==> src/rtl/mult_demo_pkg.sv <==
// Shared definitions for the multiplier demo controller.
//   state_t : controller FSM states, encodings visible on state_o
//   K_*     : bit positions within the debounced active-low key bus
package mult_demo_pkg;

  typedef enum logic [2:0] {
    S_RST    = 3'd0,
    S_BANNER = 3'd1,
    S_ENTRY  = 3'd2,
    S_CALC   = 3'd3,
    S_RESULT = 3'd4,
    S_AUTO   = 3'd5
  } state_t;

  localparam int unsigned K_MODE  = 0;
  localparam int unsigned K_INC_A = 1;
  localparam int unsigned K_INC_B = 2;
  localparam int unsigned K_CALC  = 3;
  localparam int unsigned K_AUTO  = 4;
  localparam int unsigned NKEYS   = 5;

endpackage

==> src/rtl/seq_mult.sv <==
// Sequential shift-add W x W unsigned multiplier.
//   clk, rst_n : clock, asynchronous active-low reset
//   clr        : synchronous abort, returns to idle with product cleared
//   start      : latch a/b and begin; must not be asserted while busy
//   a, b       : operands
//   product    : 2W-bit result, valid with done and held until next start
//   done       : one-cycle pulse W cycles after start
//   busy       : high from start+1 through start+W
module seq_mult #(
  parameter int unsigned W = 8
) (
  input  logic           clk,
  input  logic           rst_n,
  input  logic           clr,
  input  logic           start,
  input  logic [W-1:0]   a,
  input  logic [W-1:0]   b,
  output logic [2*W-1:0] product,
  output logic           done,
  output logic           busy
);

  localparam int unsigned CW = $clog2(W + 1);

  logic [2*W-1:0] acc_q, mcand_q;
  logic [W-1:0]   mplier_q;
  logic [CW-1:0]  cnt_q;
  logic           busy_q, done_q;

  // Bit 0 is consumed on the start edge so the last partial product lands
  // one cycle early; the final busy cycle (cnt_q == W) carries the done pulse.
  always_ff @(posedge clk or negedge rst_n) begin
    if (!rst_n) begin
      acc_q    <= '0;
      mcand_q  <= '0;
      mplier_q <= '0;
      cnt_q    <= '0;
      busy_q   <= 1'b0;
      done_q   <= 1'b0;
    end else if (clr) begin
      acc_q    <= '0;
      mcand_q  <= '0;
      mplier_q <= '0;
      cnt_q    <= '0;
      busy_q   <= 1'b0;
      done_q   <= 1'b0;
    end else if (start) begin
      acc_q    <= b[0] ? (2*W)'(a) : '0;
      mcand_q  <= (2*W)'(a) << 1;
      mplier_q <= b >> 1;
      cnt_q    <= CW'(1);
      busy_q   <= 1'b1;
      done_q   <= (W == 1);
    end else if (busy_q) begin
      if (cnt_q == CW'(W)) begin
        busy_q <= 1'b0;
        done_q <= 1'b0;
      end else begin
        if (mplier_q[0]) acc_q <= acc_q + mcand_q;
        mcand_q  <= mcand_q << 1;
        mplier_q <= mplier_q >> 1;
        cnt_q    <= cnt_q + CW'(1);
        done_q   <= (cnt_q == CW'(W - 1));
      end
    end
  end

  assign product = acc_q;
  assign done    = done_q;
  assign busy    = busy_q;

  a_no_start_while_busy: assert property (@(posedge clk) disable iff (!rst_n) start |-> !busy_q)
    else $error("seq_mult: start asserted while busy");

endmodule

==> src/rtl/mult_demo_ctrl.sv <==
// Key-driven multiplier demo controller: mode FSM, manual and auto operand
// entry, sequential multiply, hex display word and LED-chaser enable.
//   clk, rst_n : clock, asynchronous active-low reset
//   key_n      : debounced active-low keys [0]mode [1]inc_a [2]inc_b [3]calc [4]auto
//   number     : DIGITS*4-bit display word, hex nibbles MSD first
//   led_en     : LED chaser enable (BANNER only)
//   busy       : multiplier running
//   state_o    : registered FSM state encoding
// Build option: define AUTO_MODE_EN to include the S_AUTO stepping mode;
// without it the auto key is ignored everywhere.
module mult_demo_ctrl
  import mult_demo_pkg::*;
#(
  parameter int unsigned W          = 8,
  parameter int unsigned DIGITS     = 6,
  parameter              BANNER     = 24'h332002,
  parameter int unsigned AUTO_TICKS = 25000000,
  parameter int unsigned AUTO_A0    = 1,
  parameter int unsigned AUTO_B0    = 2
) (
  input  logic                  clk,
  input  logic                  rst_n,
  input  logic [NKEYS-1:0]      key_n,
  output logic [DIGITS*4-1:0]   number,
  output logic                  led_en,
  output logic                  busy,
  output logic [2:0]            state_o
);

  localparam int unsigned NW = DIGITS * 4;
  localparam logic [NW-1:0] BANNER_W = NW'(BANNER);

  if (NW < 2 * W) begin : g_width_check
    $error("mult_demo_ctrl: DIGITS*4 must be >= 2*W");
  end

  function automatic logic [NW-1:0] pair_word(input logic [W-1:0] x, input logic [W-1:0] y);
    pair_word = '0;
    pair_word[NW-1 -: 2*W] = {x, y};
  endfunction

  logic [NKEYS-1:0] key_q, press;
  state_t           state_q, state_d;
  logic [W-1:0]     op_a_q, op_a_d, op_b_q, op_b_d;
  logic [NW-1:0]    number_q, number_d;
  logic             led_q;

  logic             mul_start, mul_clr, mul_done, mul_busy;
  logic [W-1:0]     mul_a, mul_b;
  logic [2*W-1:0]   product;

  // Falling edge of a released key: one event per press.
  assign press = key_q & ~key_n;

`ifdef AUTO_MODE_EN
  localparam int unsigned TW = (AUTO_TICKS > 1) ? $clog2(AUTO_TICKS) : 1;
  logic [W-1:0]  auto_a_q, auto_a_d, auto_b_q, auto_b_d;
  logic [TW-1:0] tick_q, tick_d;
  logic          show_prod_q, show_prod_d;
`else
  logic auto_key_unused;
  assign auto_key_unused = press[K_AUTO];
`endif

  always_comb begin
    state_d   = state_q;
    op_a_d    = op_a_q;
    op_b_d    = op_b_q;
    mul_start = 1'b0;
    mul_clr   = 1'b0;
    mul_a     = op_a_q;
    mul_b     = op_b_q;
`ifdef AUTO_MODE_EN
    auto_a_d    = auto_a_q;
    auto_b_d    = auto_b_q;
    tick_d      = tick_q;
    show_prod_d = show_prod_q;
`endif
    case (state_q)
      S_RST: if (press[K_MODE]) state_d = S_BANNER;
      S_BANNER, S_RESULT: begin
        if (press[K_MODE]) begin
          state_d = S_RST;
`ifdef AUTO_MODE_EN
        end else if (press[K_AUTO]) begin
          state_d     = S_AUTO;
          tick_d      = '0;
          show_prod_d = 1'b0;
          mul_start   = 1'b1;
          mul_a       = auto_a_q;
          mul_b       = auto_b_q;
`endif
        end else if (press[K_CALC] && state_q == S_RESULT) begin
          state_d   = S_CALC;
          mul_start = 1'b1;
        end else if (press[K_INC_A] || press[K_INC_B]) begin
          state_d = S_ENTRY;
          op_a_d  = op_a_q + W'(press[K_INC_A]);
          op_b_d  = op_b_q + W'(press[K_INC_B]);
        end
      end
      S_ENTRY: begin
        if (press[K_MODE]) begin
          state_d = S_RST;
        end else if (press[K_CALC]) begin
          state_d   = S_CALC;
          mul_start = 1'b1;
        end else begin
          op_a_d = op_a_q + W'(press[K_INC_A]);
          op_b_d = op_b_q + W'(press[K_INC_B]);
        end
      end
      S_CALC: begin
        if (press[K_MODE]) begin
          state_d = S_RST;
          mul_clr = 1'b1;
        end else if (mul_done) begin
          state_d = S_RESULT;
        end
      end
`ifdef AUTO_MODE_EN
      S_AUTO: begin
        // Leaving auto mode aborts any step in flight so a later calc never
        // collides with a running multiply.
        if (press[K_MODE]) begin
          state_d = S_RST;
          mul_clr = 1'b1;
        end else if (press[K_AUTO]) begin
          state_d = S_BANNER;
          mul_clr = 1'b1;
        end else begin
          tick_d = tick_q + TW'(1);
          if (mul_done) show_prod_d = 1'b1;
          if (tick_q == TW'(AUTO_TICKS - 1)) begin
            tick_d      = '0;
            auto_a_d    = auto_a_q + W'(1);
            auto_b_d    = auto_b_q + W'(1);
            show_prod_d = 1'b0;
            mul_start   = 1'b1;
            mul_a       = auto_a_d;
            mul_b       = auto_b_d;
          end
        end
      end
`endif
      default: state_d = S_RST;
    endcase
  end

  // Display word follows the next state so it updates together with state_o.
  always_comb begin
    number_d = '0;
    case (state_d)
      S_BANNER: number_d = BANNER_W;
      S_ENTRY:  number_d = pair_word(op_a_d, op_b_d);
      S_CALC:   number_d = number_q;
      S_RESULT: number_d = NW'(product);
`ifdef AUTO_MODE_EN
      S_AUTO:   number_d = show_prod_d ? NW'(product) : pair_word(auto_a_d, auto_b_d);
`endif
      default:  number_d = '0;
    endcase
  end

  always_ff @(posedge clk or negedge rst_n) begin
    if (!rst_n) begin
      key_q    <= '1;
      state_q  <= S_RST;
      op_a_q   <= '0;
      op_b_q   <= '0;
      number_q <= '0;
      led_q    <= 1'b0;
`ifdef AUTO_MODE_EN
      auto_a_q    <= W'(AUTO_A0);
      auto_b_q    <= W'(AUTO_B0);
      tick_q      <= '0;
      show_prod_q <= 1'b0;
`endif
    end else begin
      key_q    <= key_n;
      state_q  <= state_d;
      op_a_q   <= op_a_d;
      op_b_q   <= op_b_d;
      number_q <= number_d;
      led_q    <= (state_d == S_BANNER);
`ifdef AUTO_MODE_EN
      auto_a_q    <= auto_a_d;
      auto_b_q    <= auto_b_d;
      tick_q      <= tick_d;
      show_prod_q <= show_prod_d;
`endif
    end
  end

  seq_mult #(.W(W)) u_mult (
    .clk     (clk),
    .rst_n   (rst_n),
    .clr     (mul_clr),
    .start   (mul_start),
    .a       (mul_a),
    .b       (mul_b),
    .product (product),
    .done    (mul_done),
    .busy    (mul_busy)
  );

  assign number  = number_q;
  assign led_en  = led_q;
  assign busy    = mul_busy;
  assign state_o = state_q;

endmodule

==> config.mk <==
export PLATFORM = sky130hd
export DESIGN_NAME = mult_demo_ctrl
export DESIGN_NICKNAME = d
export VERILOG_FILES = /design/src/rtl/mult_demo_pkg.sv /design/src/rtl/seq_mult.sv /design/src/rtl/mult_demo_ctrl.sv
export SDC_FILE = /design/constraint.sdc
export NUM_CORES = 1
export LEC_CHECK = 0
export BUFFER_PORTS_ARGS = -buffer_cell sky130_fd_sc_hd__buf_2
export CORE_MARGIN = 5
export CORE_UTILIZATION = 30
export CTS_CLUSTER_DIAMETER = 50
export CTS_CLUSTER_SIZE = 12
export DETAILED_ROUTE_END_ITERATION = 10
export PLACE_DENSITY_LB_ADDON = 0.15
export SLEW_MARGIN = 20
export SYNTH_ARGS = -nofsm -noshare
export SYNTH_HDL_FRONTEND = slang
export SYNTH_SLANG_ARGS = --single-unit
==> constraint.sdc <==
create_clock -name clk -period 2.3 [get_ports clk]
set_clock_uncertainty 0.2 [all_clocks]
set_input_delay 0.23 -clock clk [delete_from_list [all_inputs] [get_ports clk]]
set_output_delay 0.23 -clock clk [all_outputs]
set_load 0.005 [all_outputs]
==> summary.txt <==
Status
  – Status: finished with violations
  – Failing checks: setup timing

CTS
  – Deepest clock path buffer count: 2
  – CTS Sinks: 92
  – H-tree level count: 3
  – TritonCTS buffer count: 9
  – Clk_lat worst skew: 0.35 ns
  – Postcts setup bufs: 0
  – CTS tree: done
  – CTS root buffer: clkbuf_16
  – Clk slew on worst S/H paths: 0.07 ns

Layout
  – Layout Area Growth over Synthesis: 26.7%
  – Antenna cells: 0
  – Design Area, Final: 6380 um2
  – Layout fillers: 1668
  – NumNets Final: 641
  – Layout cells sized above 1: 26.1%

Synth
  – Biggest area consumer among synthesized cells: dfrtp_1
  – Fraction of the mapped netlist area in adder cells: 4.87%
  – Cell count after synthesis: roughly 520
  – Synth cell types: 64
  – Top post-synthesis cells by area: dfrtp_1 (44%), nand2_1 (5.3%), ha_1 (4.5%)
  – Syn avg cell area: 9.62 um2
  – Mux share of post-synthesis cell area: 3.63%
  – Net Count, Synth: 549
  – Post-Synth XOR/XNOR Area: 5.05%
  – Synthesized cell area: 5030 um2
  – Synth Area in Compound Gates: 17.3%
  – Seq/Total Area, Yosys: 45.8%
  – Post-synth EDFFs: 0
  – FF+latch count, synth: 92
  – Synth Area in Simple Gates: 19.6%
  – Post-synth ARST share: 100%
  – Synth warn: 0
  – Share of the synthesized area in the top cell type: 43.7%
  – Largest family of logic cells by synthesized area: simple AND/OR/NAND/NOR gates
  – Synth Flop Type: dfrtp_1

Drt
  – Routed length per instance: 16.4 um
  – DRT antenna net count: 0
  – Via count: 4192
  – Pre-antenna DRT Iters: 4
  – DRC: 0
  – Via/cell ratio: approximately 5
  – Final wirelength: 13800 um
  – DR iter-0 viols: 266

Pwr
  – LEAKAGE: between 0.003 and 0.004 uW
  – Worst vdd ir: approximately 0.41 mV
  – Tot Pwr: 6470 uW
  – Power Density: 1010 nW/um2

STA
  – Max_slew headroom: 61.9%
  – Setup ws final: -0.00494 ns
  – RSZ-0062 raised after global routing: true
  – Final worst path period share: 100%
  – Hold Vio Cnt, Final: 0
  – FMAX: 0.434 GHz
  – Min Tclk post-route: roughly 2.3 ns
  – Final setup fails: 1
  – Final max-slew violation count: 0
  – Worst-margin pin slew: about 0.57 ns

Min path
  – Worst min-delay path class: input port to asynchronous set/reset pin

Worst setup path
  – CP max FO: 2
  – Worst Path Required: ~2.4 ns
  – Crit path DAT: 2.38 ns
  – Worst path cell trace: ha_1 > a21o_1 > a21oi_2 > or3b_1 > o221ai_2 > mux2i_1 > mux2i_1
  – Max stage delay on crit path: 0.38 ns
  – Delay-heaviest family, CP: compound AO/OA/AOI/OAI gates
  – Setup CP Type: flop to flop
  – Cell repeated most along the worst path: mux2i_1
  – Setup crit end kind: flop
  – Critical-path top delay cell: dfrtp_1
  – CP bufs+invs: 0
  – Critical path launch point type: flop

Global route
  – Vias in the first global route: 4333
  – Remaining Overflow, GRT: 0
  – Antenna violations before repair: 0
  – First-pass GRT wire length: around 23000 um
  – Tot GR Track Use: roughly 15%
  – Largest net degree at the start of global routing: 93

Place
  – Dpl ws: -0.143 ns
  – Hpwl dp: 9850 um
  – Global placement routability congestion: 0.841
  – # port buffers: 34
  – Post-DP Area: 5900 um2

Floorplanning
  – I/O pin total: 36
  – Die area: 19500 um2
  – Chip width: ~140 um
  – Core Area: around 17000 um2
  – # rows: 47
  – Die Ht: 140 um
  – Starting Density: 30.5%

Job
  – Max cap viols: 0
state kept, by name (all words and copies together), names as in the netlist:
signal	count
u_mult.busy	1
number	24
state_o	3
u_mult.product	16
u_mult.cnt_q	4
mul_b	8
key_q	4
u_mult.done	1
mul_a	8
led_en	1
u_mult.mcand_q	15
u_mult.mplier_q	7
layer usage:
layer  wire (um)  vias to the layer above  GRT usage, %
met1        6850                     2064          20.7
met4         238                        0          5.20
li1            -                     2059             -
met5           0                        -             0
met2        6330                       54          23.3
met3         390                       15          2.50
area by class of cell:
type | count | area (um2) | area share (%)
flip-flops and latches | 92 | 2310 | 36.2
multi-input cells | 394 | 2660 | 41.8
clock inverters | 5 | 61.3 | 0.961
clock buffers | 11 | 243 | 3.81
well taps | 220 | 275 | 4.32
inverters | 8 | 30.0 | 0.471
repair buffers | 110 | 797 | 12.5
tightest hold or removal path, delay by kind of cell:
family	cells	cell delay, ns
buf+inv	3	0.99
timing repair:
| action | 4_1_cts | 5_1_grt |
|---|---|---|
| endpoints found under the setup margin | 3 | 12 |
| pin swaps | 5 | 2 |
| endpoints found under the hold margin | 92 | 0 |
| hold buffers | 5 | 0 |
| resized for setup | 4 | 23 |
| cloned | 0 | 0 |
placed cells by master, fill, tap and decap left out, drive strengths merged, types with 6 or more instances in the layout:
master    n
a211oi   12
nor2     44
a22o     14
dfrtp    88
nand3    21
a21oi    46
ha       18
nand2b    8
inv       8
a221o     6
xor2     13
o21ai    12
xnor2    16
nor3     12
mux2i    16
and3      9
clkbuf   11
buf     105
nand2    71
a21o      7
and2      7
through the flow:
| step | setup TNS, ns | utilization [%] | instances | hold WS (ns) |
|---|---|---|---|---|
| final | -0.00494 | 38.6 | 840 | 0.233 |
| after global routing | -0.0985 | 38.6 | 840 | 0.307 |
| after CTS | -0.0423 | 38.0 | 840 | 0.289 |
| after detailed placement | -0.143 | 35.7 | 819 | 0.136 |
| after global placement | -0.111 | 35.7 | 819 | 0.130 |
| after floorplan | 0 | - | 523 | -0.266 |
logic make-up (layout without fill, tap and decap cells):
logic type | Yosys count | after routing
adders and majority gates | 19 | 19
xor gates and xnor gates | 29 | 29
muxes | 18 | 18
DFF | 92 | 92
buffers and inverters | 37 | 134
and+or+nand+nor | 201 | 201
AOI/OAI and AO/OA | 127 | 127
path summary, 6_finish.rpt:
| path | startpoint | end | slack (ns) | cells past startpoint |
|---|---|---|---|---|
| max | u_mult.mcand_q[12] | u_mult.product[15] | -0.005 | 7 |
| min | rst_n | number[18] | 0.23 | 3 |
| max reg2reg | u_mult.mcand_q[12] | u_mult.product[15] | -0.005 | 7 |
| min reg2reg | number[8] | number[8] | 0.29 | 1 |
| max in group asynchronous | rst_n | number[7] | 1.21 | 3 |
| min in group clk | number[8] | number[8] | 0.29 | 1 |
report_power, final:
part	switching (uW)	leakage (uW)	internal [uW]
Combinational	1330	0.00166	1300
Clock	654	0.000150	877
Sequential	330	0.00121	1980
synth_stat cells, drive strengths merged (2+ instances only):
library cell  instances
o22ai                 3
nand4                 5
a22o                 14
and2                  7
a21boi                3
nor3                 12
nand2b                8
clkbuf               12
o211ai                3
nand3b                4
nor4                  2
inv                   8
mux2i                16
nand2                71
a211oi               12
xor2                 13
nor2b                 5
dfstp                 4
nand3                21
and3                  9
a21o                  7
o21a                  3
or3                   4
a21oi                46
o21ai                12
ha                   18
o21bai                3
and4                  3
a31oi                 4
dfrtp                88
xnor2                16
a221o                 6
o221ai                2
mux2                  2
nor2                 44
buf                  17
o31ai                 3
Power figures use the tool's default switching activity.
